[config.mk]
export PLATFORM = sky130hd
export DESIGN_NAME = seg7_display_driver
export DESIGN_NICKNAME = d
export VERILOG_FILES = /design/src/rtl/seg7_pkg.sv /design/src/rtl/seg7_display_driver_bin2bcd.sv /design/src/rtl/seg7_display_driver.sv
export SDC_FILE = /design/constraint.sdc
export NUM_CORES = 1
export LEC_CHECK = 0
export ABC_AREA = 0
export BUFFER_PORTS_ARGS = -buffer_cell sky130_fd_sc_hd__buf_2
export CAP_MARGIN = 20
export CORE_ASPECT_RATIO = 2
export CORE_MARGIN = 2
export CORE_UTILIZATION = 37
export CTS_CLUSTER_SIZE = 30
export DETAILED_ROUTE_END_ITERATION = 10
export GPL_TIMING_DRIVEN = 0
export HOLD_SLACK_MARGIN = 0.08
export PLACE_DENSITY = 0.6
export SYNTH_ARGS = -nofsm -noshare
export SYNTH_HDL_FRONTEND = slang
export SYNTH_SLANG_ARGS = --single-unit
[constraint.sdc]
create_clock -name clk -period 6.8 [get_ports clk]
set_clock_uncertainty 0.15 [all_clocks]
set_input_delay 0.68 -clock clk [delete_from_list [all_inputs] [get_ports clk]]
set_output_delay 0.68 -clock clk [all_outputs]
set_load 0.005 [all_outputs]
[src/rtl/seg7_pkg.sv]
// Shared types and constants for the 7-segment display driver.
// Holds the converter FSM states, segment encodings, overflow limit.
package seg7_pkg;

  typedef enum logic [1:0] {
    ST_IDLE  = 2'd0,
    ST_SHIFT = 2'd1,
    ST_DONE  = 2'd2
  } state_e;

  // Active-low cathodes, bit 0 = segment a ... bit 6 = segment g.
  localparam logic [6:0] SEG_0     = 7'b1000000;
  localparam logic [6:0] SEG_1     = 7'b1111001;
  localparam logic [6:0] SEG_2     = 7'b0100100;
  localparam logic [6:0] SEG_3     = 7'b0110000;
  localparam logic [6:0] SEG_4     = 7'b0011001;
  localparam logic [6:0] SEG_5     = 7'b0010010;
  localparam logic [6:0] SEG_6     = 7'b0000010;
  localparam logic [6:0] SEG_7     = 7'b1111000;
  localparam logic [6:0] SEG_8     = 7'b0000000;
  localparam logic [6:0] SEG_9     = 7'b0010000;
  localparam logic [6:0] SEG_BLANK = 7'b1111111;
  localparam logic [6:0] SEG_DASH  = 7'b0111111;

  localparam logic [15:0] OVF_LIMIT = 16'd9999;

  function automatic logic [6:0] seg_encode(
    input logic [3:0] d
  );
    logic [6:0] s;
    case (d)
      4'd0:    s = SEG_0;
      4'd1:    s = SEG_1;
      4'd2:    s = SEG_2;
      4'd3:    s = SEG_3;
      4'd4:    s = SEG_4;
      4'd5:    s = SEG_5;
      4'd6:    s = SEG_6;
      4'd7:    s = SEG_7;
      4'd8:    s = SEG_8;
      4'd9:    s = SEG_9;
      default: s = SEG_BLANK;
    endcase
    return s;
  endfunction

endpackage

[src/rtl/seg7_display_driver_bin2bcd.sv]
// Sequential double-dabble converter: 16-bit binary to 4 BCD digits.
// Ports: clk, reset (async, active-high), start, bin[15:0] in;
//        busy, done (DONE-state strobe), bcd[15:0], ovf (bin>9999) out.
module bin2bcd_seq
  import seg7_pkg::*;
(
  input  logic        clk,
  input  logic        reset,
  input  logic        start,
  input  logic [15:0] bin,
  output logic        busy,
  output logic        done,
  output logic [15:0] bcd,
  output logic        ovf
);

  state_e      state_q, state_d;
  logic [3:0]  cnt_q, cnt_d;
  logic [15:0] sr_q, sr_d;
  logic [19:0] scr_q, scr_d;
  logic        ovf_q, ovf_d;
  logic [19:0] adj;

  // Add-3 correction on every nibble that would exceed 9 after doubling.
  always_comb begin
    adj = scr_q;
    for (int i = 0; i < 5; i++) begin
      if (scr_q[4*i +: 4] >= 4'd5) begin
        adj[4*i +: 4] = scr_q[4*i +: 4] + 4'd3;
      end
    end
  end

  always_comb begin
    state_d = state_q;
    cnt_d   = cnt_q;
    sr_d    = sr_q;
    scr_d   = scr_q;
    ovf_d   = ovf_q;
    unique case (state_q)
      ST_IDLE: begin
        if (start) begin
          sr_d    = bin;
          scr_d   = '0;
          cnt_d   = '0;
          ovf_d   = (bin > OVF_LIMIT);
          state_d = ST_SHIFT;
        end
      end
      ST_SHIFT: begin
        scr_d = {adj[18:0], sr_q[15]};
        sr_d  = {sr_q[14:0], 1'b0};
        cnt_d = cnt_q + 4'd1;
        if (cnt_q == 4'd15) begin
          state_d = ST_DONE;
        end
      end
      ST_DONE: begin
        state_d = ST_IDLE;
      end
      default: begin
        state_d = ST_IDLE;
      end
    endcase
  end

  always_ff @(posedge clk or posedge reset) begin
    if (reset) begin
      state_q <= ST_IDLE;
      cnt_q   <= '0;
      sr_q    <= '0;
      scr_q   <= '0;
      ovf_q   <= 1'b0;
    end else begin
      state_q <= state_d;
      cnt_q   <= cnt_d;
      sr_q    <= sr_d;
      scr_q   <= scr_d;
      ovf_q   <= ovf_d;
    end
  end

  assign busy = (state_q != ST_IDLE);
  assign done = (state_q == ST_DONE);
  assign bcd  = scr_q[15:0];
  assign ovf  = ovf_q;

endmodule

[src/rtl/seg7_display_driver.sv]
// 4-digit multiplexed 7-segment driver showing value in decimal.
// Ports: clk, reset (async, active-high), value[15:0] in;
//        an[3:0], seg[6:0], dp (all active-low), bcd_valid out.
// Build option: SEG7_LEADING_ZERO_BLANK_EN blanks leading zeros.
module seg7_display_driver
  import seg7_pkg::*;
#(
  parameter int unsigned REFRESH_DIV = 100000
) (
  input  logic        clk,
  input  logic        reset,
  input  logic [15:0] value,
  output logic [3:0]  an,
  output logic [6:0]  seg,
  output logic        dp,
  output logic        bcd_valid
);

  localparam int CW =
    (REFRESH_DIV > 1) ? $clog2(REFRESH_DIV) : 1;
  localparam logic [CW-1:0] CNT_MAX = CW'(REFRESH_DIV - 1);

  logic [CW-1:0] cnt_q, cnt_d;
  logic [1:0]    idx_q, idx_d;
  logic [3:0]    an_q, an_d;
  logic [6:0]    seg_q, seg_d;
  logic          first_q, first_d;
  logic [15:0]   last_q, last_d;
  logic [15:0]   disp_q, disp_d;
  logic          ovf_q, ovf_d;
  logic          valid_q, valid_d;

  logic          start;
  logic          accept;
  logic          c_busy;
  logic          c_done;
  logic [15:0]   c_bcd;
  logic          c_ovf;
  logic [3:0]    dig;
  logic          lz;

  // Request a conversion on the first cycle after reset or on change.
  assign start  = first_q | (value != last_q);
  assign accept = start & ~c_busy;

  bin2bcd_seq u_conv (
    .clk   (clk),
    .reset (reset),
    .start (start),
    .bin   (value),
    .busy  (c_busy),
    .done  (c_done),
    .bcd   (c_bcd),
    .ovf   (c_ovf)
  );

  always_comb begin
    first_d = first_q;
    last_d  = last_q;
    if (accept) begin
      first_d = 1'b0;
      last_d  = value;
    end
  end

  // Display registers load atomically from the converter result.
  always_comb begin
    disp_d  = disp_q;
    ovf_d   = ovf_q;
    valid_d = valid_q;
    if (c_done) begin
      disp_d  = c_bcd;
      ovf_d   = c_ovf;
      valid_d = 1'b1;
    end
  end

  always_comb begin
    cnt_d = cnt_q + CW'(1);
    idx_d = idx_q;
    if (cnt_q == CNT_MAX) begin
      cnt_d = '0;
      idx_d = idx_q + 2'd1;
    end
  end

  // an/seg follow idx_q so every slot, including the first, lasts
  // REFRESH_DIV cycles; seg sees the next display value so the first
  // valid digit appears on the same edge bcd_valid rises.
  always_comb begin
    dig = disp_d[4*idx_q +: 4];
`ifdef SEG7_LEADING_ZERO_BLANK_EN
    unique case (idx_q)
      2'd0:    lz = 1'b0;
      2'd1:    lz = (disp_d[15:4]  == 12'd0);
      2'd2:    lz = (disp_d[15:8]  == 8'd0);
      default: lz = (disp_d[15:12] == 4'd0);
    endcase
`else
    lz = 1'b0;
`endif
    an_d = ~(4'b0001 << idx_q);
    unique case (1'b1)
      !valid_d: seg_d = SEG_BLANK;
      ovf_d:    seg_d = SEG_DASH;
      lz:       seg_d = SEG_BLANK;
      default:  seg_d = seg_encode(dig);
    endcase
  end

  always_ff @(posedge clk or posedge reset) begin
    if (reset) begin
      cnt_q   <= '0;
      idx_q   <= '0;
      an_q    <= 4'b1111;
      seg_q   <= SEG_BLANK;
      first_q <= 1'b1;
      last_q  <= '0;
      disp_q  <= '0;
      ovf_q   <= 1'b0;
      valid_q <= 1'b0;
    end else begin
      cnt_q   <= cnt_d;
      idx_q   <= idx_d;
      an_q    <= an_d;
      seg_q   <= seg_d;
      first_q <= first_d;
      last_q  <= last_d;
      disp_q  <= disp_d;
      ovf_q   <= ovf_d;
      valid_q <= valid_d;
    end
  end

  assign an        = an_q;
  assign seg       = seg_q;
  assign dp        = 1'b1;
  assign bcd_valid = valid_q;

endmodule

---- Yosys cells after proc, flatten, opt, wreduce, memory -nomap -nowiden ----
Memories as Yosys holds them, arrays and structs flattened.
Cells that the tools add are included.
storage, ports and cells
  memories kept ........................... 1
  output and inout port bits .............. 13
  bits in registers ....................... 108
  memory bits (read-only) ................. 112
cells by class
  add/sub/neg operators ................... 8
  mux-type cells .......................... 19
  shift operators ......................... 2
  reductions and logical operators ........ 7
  eq/ne operators ......................... 7
  magnitude comparators ................... 6
  bitwise operators ....................... 4
memory list
  memory           words  width  rd ports  clocked after memory_dff  wr ports  RTL line        text
  (no name shown)  16     7      1         0                         0         seg7_pkg.sv:31  case (d)
operators with widths
  operator               number
  $pmux 20 s2            1
  $mux 16                2
  $pmux 16 s2            1
  $ge 4x3->1 const B     5
  $mux 20                1
  $mux 4                 5
  $add 17x1->17 const B  1
  $eq 17x17->1 const B   1
  $mux 17                1
  $add 4x2->4 const B    4
  $gt 16x14->1 const B   1
  $ne 16x16->1           1
  $shiftx 16x5->4        1
  $pmux 7 s2             1
  $pmux 4 s2             1
  $reduce_and 2->1       3
  $add 4x1->4 const B    1
  $eq 4x4->1 const B     1
  $mux 2                 2
  $not 4->4              1
  $pmux 2 s2             1
  $reduce_bool 2->1      2
  $shl 1x2->4 const A    1
  $add 3x2->3 const B    1
  12 further kinds       13

---- Depth between registers and ports, before layout ----
An unclocked memory read counts as a cell.
  depth after elaboration ................. 5
  gate-level depth with buffers ........... 10
  depth with buffers taken out ............ 7

---- By module ----
Synthesis repeated with hierarchy kept, for this count alone.
unflattened totals
  cells, all modules ...................... 447
  area, all modules ....................... 5093.6 um^2
by module, submodules not included
  module               sequential area each (um^2)  instances  area each (um^2)  cells each
  seg7_display_driver  1641.6                       1          3123.0            246
  bin2bcd_seq          975.9                        1          1970.6            201

---- Worst setup path after synthesis ----
No wires, ideal clock.
  path type ............................... register to register
  start point ............................. reg u_conv.state_q[0]
  end point ............................... reg seg_q[6], in the netlist seg[6]
  cell stages (with the launch flop) ...... 11
  slack ................................... 4.260 ns
  required time ........................... 6.557 ns
  arrival time ............................ 2.296 ns
  library setup time ...................... 0.093 ns
  path through ............................ dfrtp_1 -> buf_6 -> nand2b_4 -> buf_6 -> buf_2 -> mux4_2 -> mux2i_1 -> inv_2 -> ha_1 -> o41ai_1 -> a31oi_1
between the ends
  cells in the longest elaborated chain, start to end .. 5
  elaborated cells on any way between the ends .. 8
  classes of those cells .................. eq/ne: 1; shift: 1; mux: 4; reduce/logical: 1; memory: 1
ends and longest elaborated chain
  item                    RTL line                           text
  start, declared         seg7_display_driver_bin2bcd.sv:17  state_e state_q, state_d;
  start signal, assigned  seg7_display_driver_bin2bcd.sv:75  state_q <= state_d;
  $eq 2x2->1 (*)          seg7_display_driver_bin2bcd.sv:84  assign done = (state_q == ST_DONE);
  $mux 16                 seg7_display_driver.sv:71          if (c_done) begin
  $shiftx 16x5->4         seg7_display_driver.sv:91          dig = disp_d[4*idx_q +: 4];
  $mem_v2 16x7            --
  $pmux 7 s2 (*)          seg7_display_driver.sv:103         unique case (1'b1)
  via seg_d[6]            seg7_display_driver.sv:26          logic [6:0] seg_q, seg_d;
  end signal, assigned    seg7_display_driver.sv:126         seg_q <= seg_d;
  end, declared           seg7_display_driver.sv:26
Mark *: on every way through the listed nets, which the timed path passes. The rest lies on a longest branch.
A chain may end at the register's enable or synchronous reset.

---- Worst setup path in the final report ----
  start point ............................. reg u_conv.state_q[1]
  end point ............................... reg seg_q[6], in the netlist seg[6]
Same word-level chain as after synthesis.

==> impl_metrics.toml <==
[clock_tree]
cts_tree = "done"
cts.path.max_buffers = 2
htreeDepth = 3
ctsHoldBuffers = 0
numCtsBuffers = 9
postCtsResizedCells = 0
clk_transition_reported_paths_ns = 0.07
cts_setup_buffers = 0
clock_sinks = 104
cts-root-buf = "clkbuf_16"
clk_latency_ns = 0.34

[floorplanning]
dieArea_um2 = 14670
die_w_um = 86.64
initial_core_util = 0.3761
coreArea_um2 = 13440
rows = 60
ios = 31
die-height_um = 169.3

[setup_path]
start_kind = "flip-flop"
critical_path.max_stage_delay_ns = 0.53
crit_path_max_fanout = 10
cp.required_ns = 6.90
endpoint_kind = "flip-flop"
worst_path_max_delay_cell = "mux2i_1"
worstSetupPathType = "flip-flop to flip-flop"
worstPathArrival_ns = 3.03
path_cells = "buf_2 -> nand2b_4 -> buf_6 -> buf_2 -> mux4_2 -> mux2i_1 -> inv_2 -> ha_1 -> o41ai_1 -> a31oi_1"
cpMostUsedCell = "buf_2"

[sta]
drv_slew = 0
fin_crit_ns = 2.925
setup_viol = 0
slew_headroom = 0.3053
hold_ws_ns = 0.1866
rsz0062_at_grt = "no"
hold_viol = 0
fin_crit_sh = 0.4302
worst_pin_slew_ns = 1.037
clock.fmax_mhz = 341.9
tns_ns = 0

[power_and_ir_drop]
clockPowerShare = 0.220
combPwrFrac = 0.371
power.leakage_nw = 2.599
p_int_mw = 1.555
seq_power_share = 0.410
switching_share = 0.3484
p_switching_mw = 0.8317
p_per_area_nw_per_um2 = 417.0
ir_drop_mv = 0.1832

[global_routing]
grt_start_max_net_pins = 74
antenna_found_initial = 0
grt_pass1_vias = 3682
grt_first_pass_wirelength_um = 18440
track_usage = 0.1621
gr-total-overflow = 0

[logic_synthesis]
ys_seq_area_frac = 0.5179
yosysWarnings = 0
synth.net_count = 488
synthFlopType = "dfrtp_1"
synth.distinct_cells = 52
ys_ff_latch = 104
netlist_top_cells_area = "dfrtp_1 46%, dfstp_2 6.2%, xnor2_1 5.7%"
synthArstFlopShare = 1.000
synth_area_leader_cell = "dfrtp_1"
synth.most_common_cell = "dfrtp_1"
synth_cells = 451
synth_edf_count = 0
synth_top_area_frac = 0.4556
synth_area_um2 = 5054
avgSynthCellArea_um2 = 11.21
synth_common_cells = "92 x dfrtp_1, 48 x nand2_1, 33 x xnor2_1, 26 x nor2_1, 22 x inv_1"

[final_layout]
fill_cells = 1286
drive_above_1_share = 0.1710
num_antenna_cells = 0
nNetsFinal = 529
area_growth_pct = 13.27

[detailed_routing]
drc = 0
finalWirelength_um = 10990
drtIter0Drc = 207
met1_length_um = 4059
antenna_left = 0
wl_met3_um = 277
drt-vias-per-instance = 5.370
highest_layer = "met4"
firstDrtPassIters = 4
vias = 3501
met2WireLength_um = 6317
routedWlPerCell_um = 16.85

[placed_design]
place_hpwl_um = 8180
io_buffer_count = 29
routabilityCongestion = 0.7648

[hold_path]
hold_class = "input port to async pin"

[status]
status = "complete, no violations"

[flow_run]
drv_cap = 0
## final timing paths
path / start / end / slack (ns) / depth (start not counted)
worst max-delay path: u_conv.state_q[1]$_DFFE_PP0P_ / seg[6]$_DFF_PP1_ / 3.87 / 10
worst min-delay path: reset / last_q[3]$_DFFE_PP0P_ / 0.19 / 2
worst min register to register: disp_q[5]$_DFF_PP0_ / disp_q[5]$_DFF_PP0_ / 0.33 / 2
min in group clk: disp_q[5]$_DFF_PP0_ / disp_q[5]$_DFF_PP0_ / 0.33 / 2
worst max register to register: u_conv.state_q[1]$_DFFE_PP0P_ / seg[6]$_DFF_PP1_ / 3.87 / 10
max in group asynchronous: reset / seg[5]$_DFF_PP1_ / 5.56 / 3
## cells in the final DEF (no fill, tap or decap), types with 2 or more instances in the layout
cell type  count
a21oi_1       18
a221o_1       11
a22o_1         6
a31oi_1        7
a32oi_1        4
and2_1         2
and3_1        10
buf_2         32
buf_6          3
clkbuf_1      12
clkbuf_16      9
clkbuf_8       2
clkinv_1       2
dfrtp_1       92
dfstp_2       12
ha_1          19
inv_1         21
inv_2          3
mux2_1        12
mux2_2         4
mux2_4         6
mux2i_1        4
mux4_2         7
nand2_1       48
nand2b_1       4
nand3_1       11
nand4_1        7
nor2_1        26
nor2b_1        3
nor3_1         3
nor3b_1        4
nor4_1         2
o21ai_0       15
o21ai_1        4
o221ai_1       4
o22ai_1        7
xnor2_1       33
xor2_1         8
## registers in the layout (all words and copies together) (netlist names)
signal,count
cnt_q,17
u_conv.scr_q,16
disp_q,16
u_conv.state_q,2
ovf_q,1
first_q,1
u_conv.ovf,1
idx_q,2
bcd_valid,1
u_conv.sr_q,16
last_q,16
seg,7
an,4
u_conv.cnt_q,4
## power groups by stage
stage | Clock [mW] | Sequential (mW) | Combinational, mW
2_1_floorplan | 0 | 0.943 | 0.686
6_report | 0.524 | 0.978 | 0.885
3_3_place_gp | 0 | 0.979 | 0.859
4_1_cts | 0.538 | 0.978 | 0.898
3_5_place_dp | 0 | 0.988 | 0.892
5_1_grt | 0.563 | 1.00 | 0.998
## per-stage QoR
step | worst slack, ns | util | std cells | instance area [um^2] | total power, mW
floorplan | 3.258 | - | 451 | 5054 | 1.629
global placement | 2.167 | 0.4013 | 635 | 5393 | 1.837
detailed placement | 3.633 | 0.4035 | 636 | 5423 | 1.880
CTS | 3.821 | 0.4260 | 652 | 5724 | 2.414
global route | 3.549 | 0.4260 | 652 | 5724 | 2.564
finish | 3.875 | 0.4260 | 652 | 5724 | 2.387
## worst max-delay path: cells and delay by family, from the launching register on
kind | cells | cell delay, ns
adders and majority gates | 1 | 0.25
buffers and inverters | 4 | 0.68
DFF | 1 | 0.36
and+or+nand+nor | 1 | 0.08
muxes | 2 | 0.89
AOI/OAI and AO/OA | 2 | 0.42
## layer usage
layer / track usage / up-vias
met3: 0.02237 / 25
met5: 0 / -
met1: 0.1734 / 1739
li1: - / 1671
met2: 0.3060 / 66
met4: 0.07133 / 0
## kinds of logic after synthesis
family | share of synthesized area
adders and majority gates | 0.04704
DFF | 0.5179
and+or+nand+nor | 0.1191
xor gates and xnor gates | 0.07106
buffers and inverters | 0.03862
other | 0.0007420
muxes | 0.09260
AOI/OAI and AO/OA | 0.1129
## final cells by class
class                      count  area (um^2)  share of cell area
sequential                   104         2618              0.4573
multi-input combinational    303         2241              0.3915
clock buffer                  14        264.0             0.04612
tap                          155        193.9             0.03388
timing repair buffer          30        172.7             0.03016
inverter                      27        103.9             0.01814
buffer                        17        93.84             0.01639
clock inverter                 2        37.54            0.006557
No activity file was read; power rests on OpenSTA's default activity.
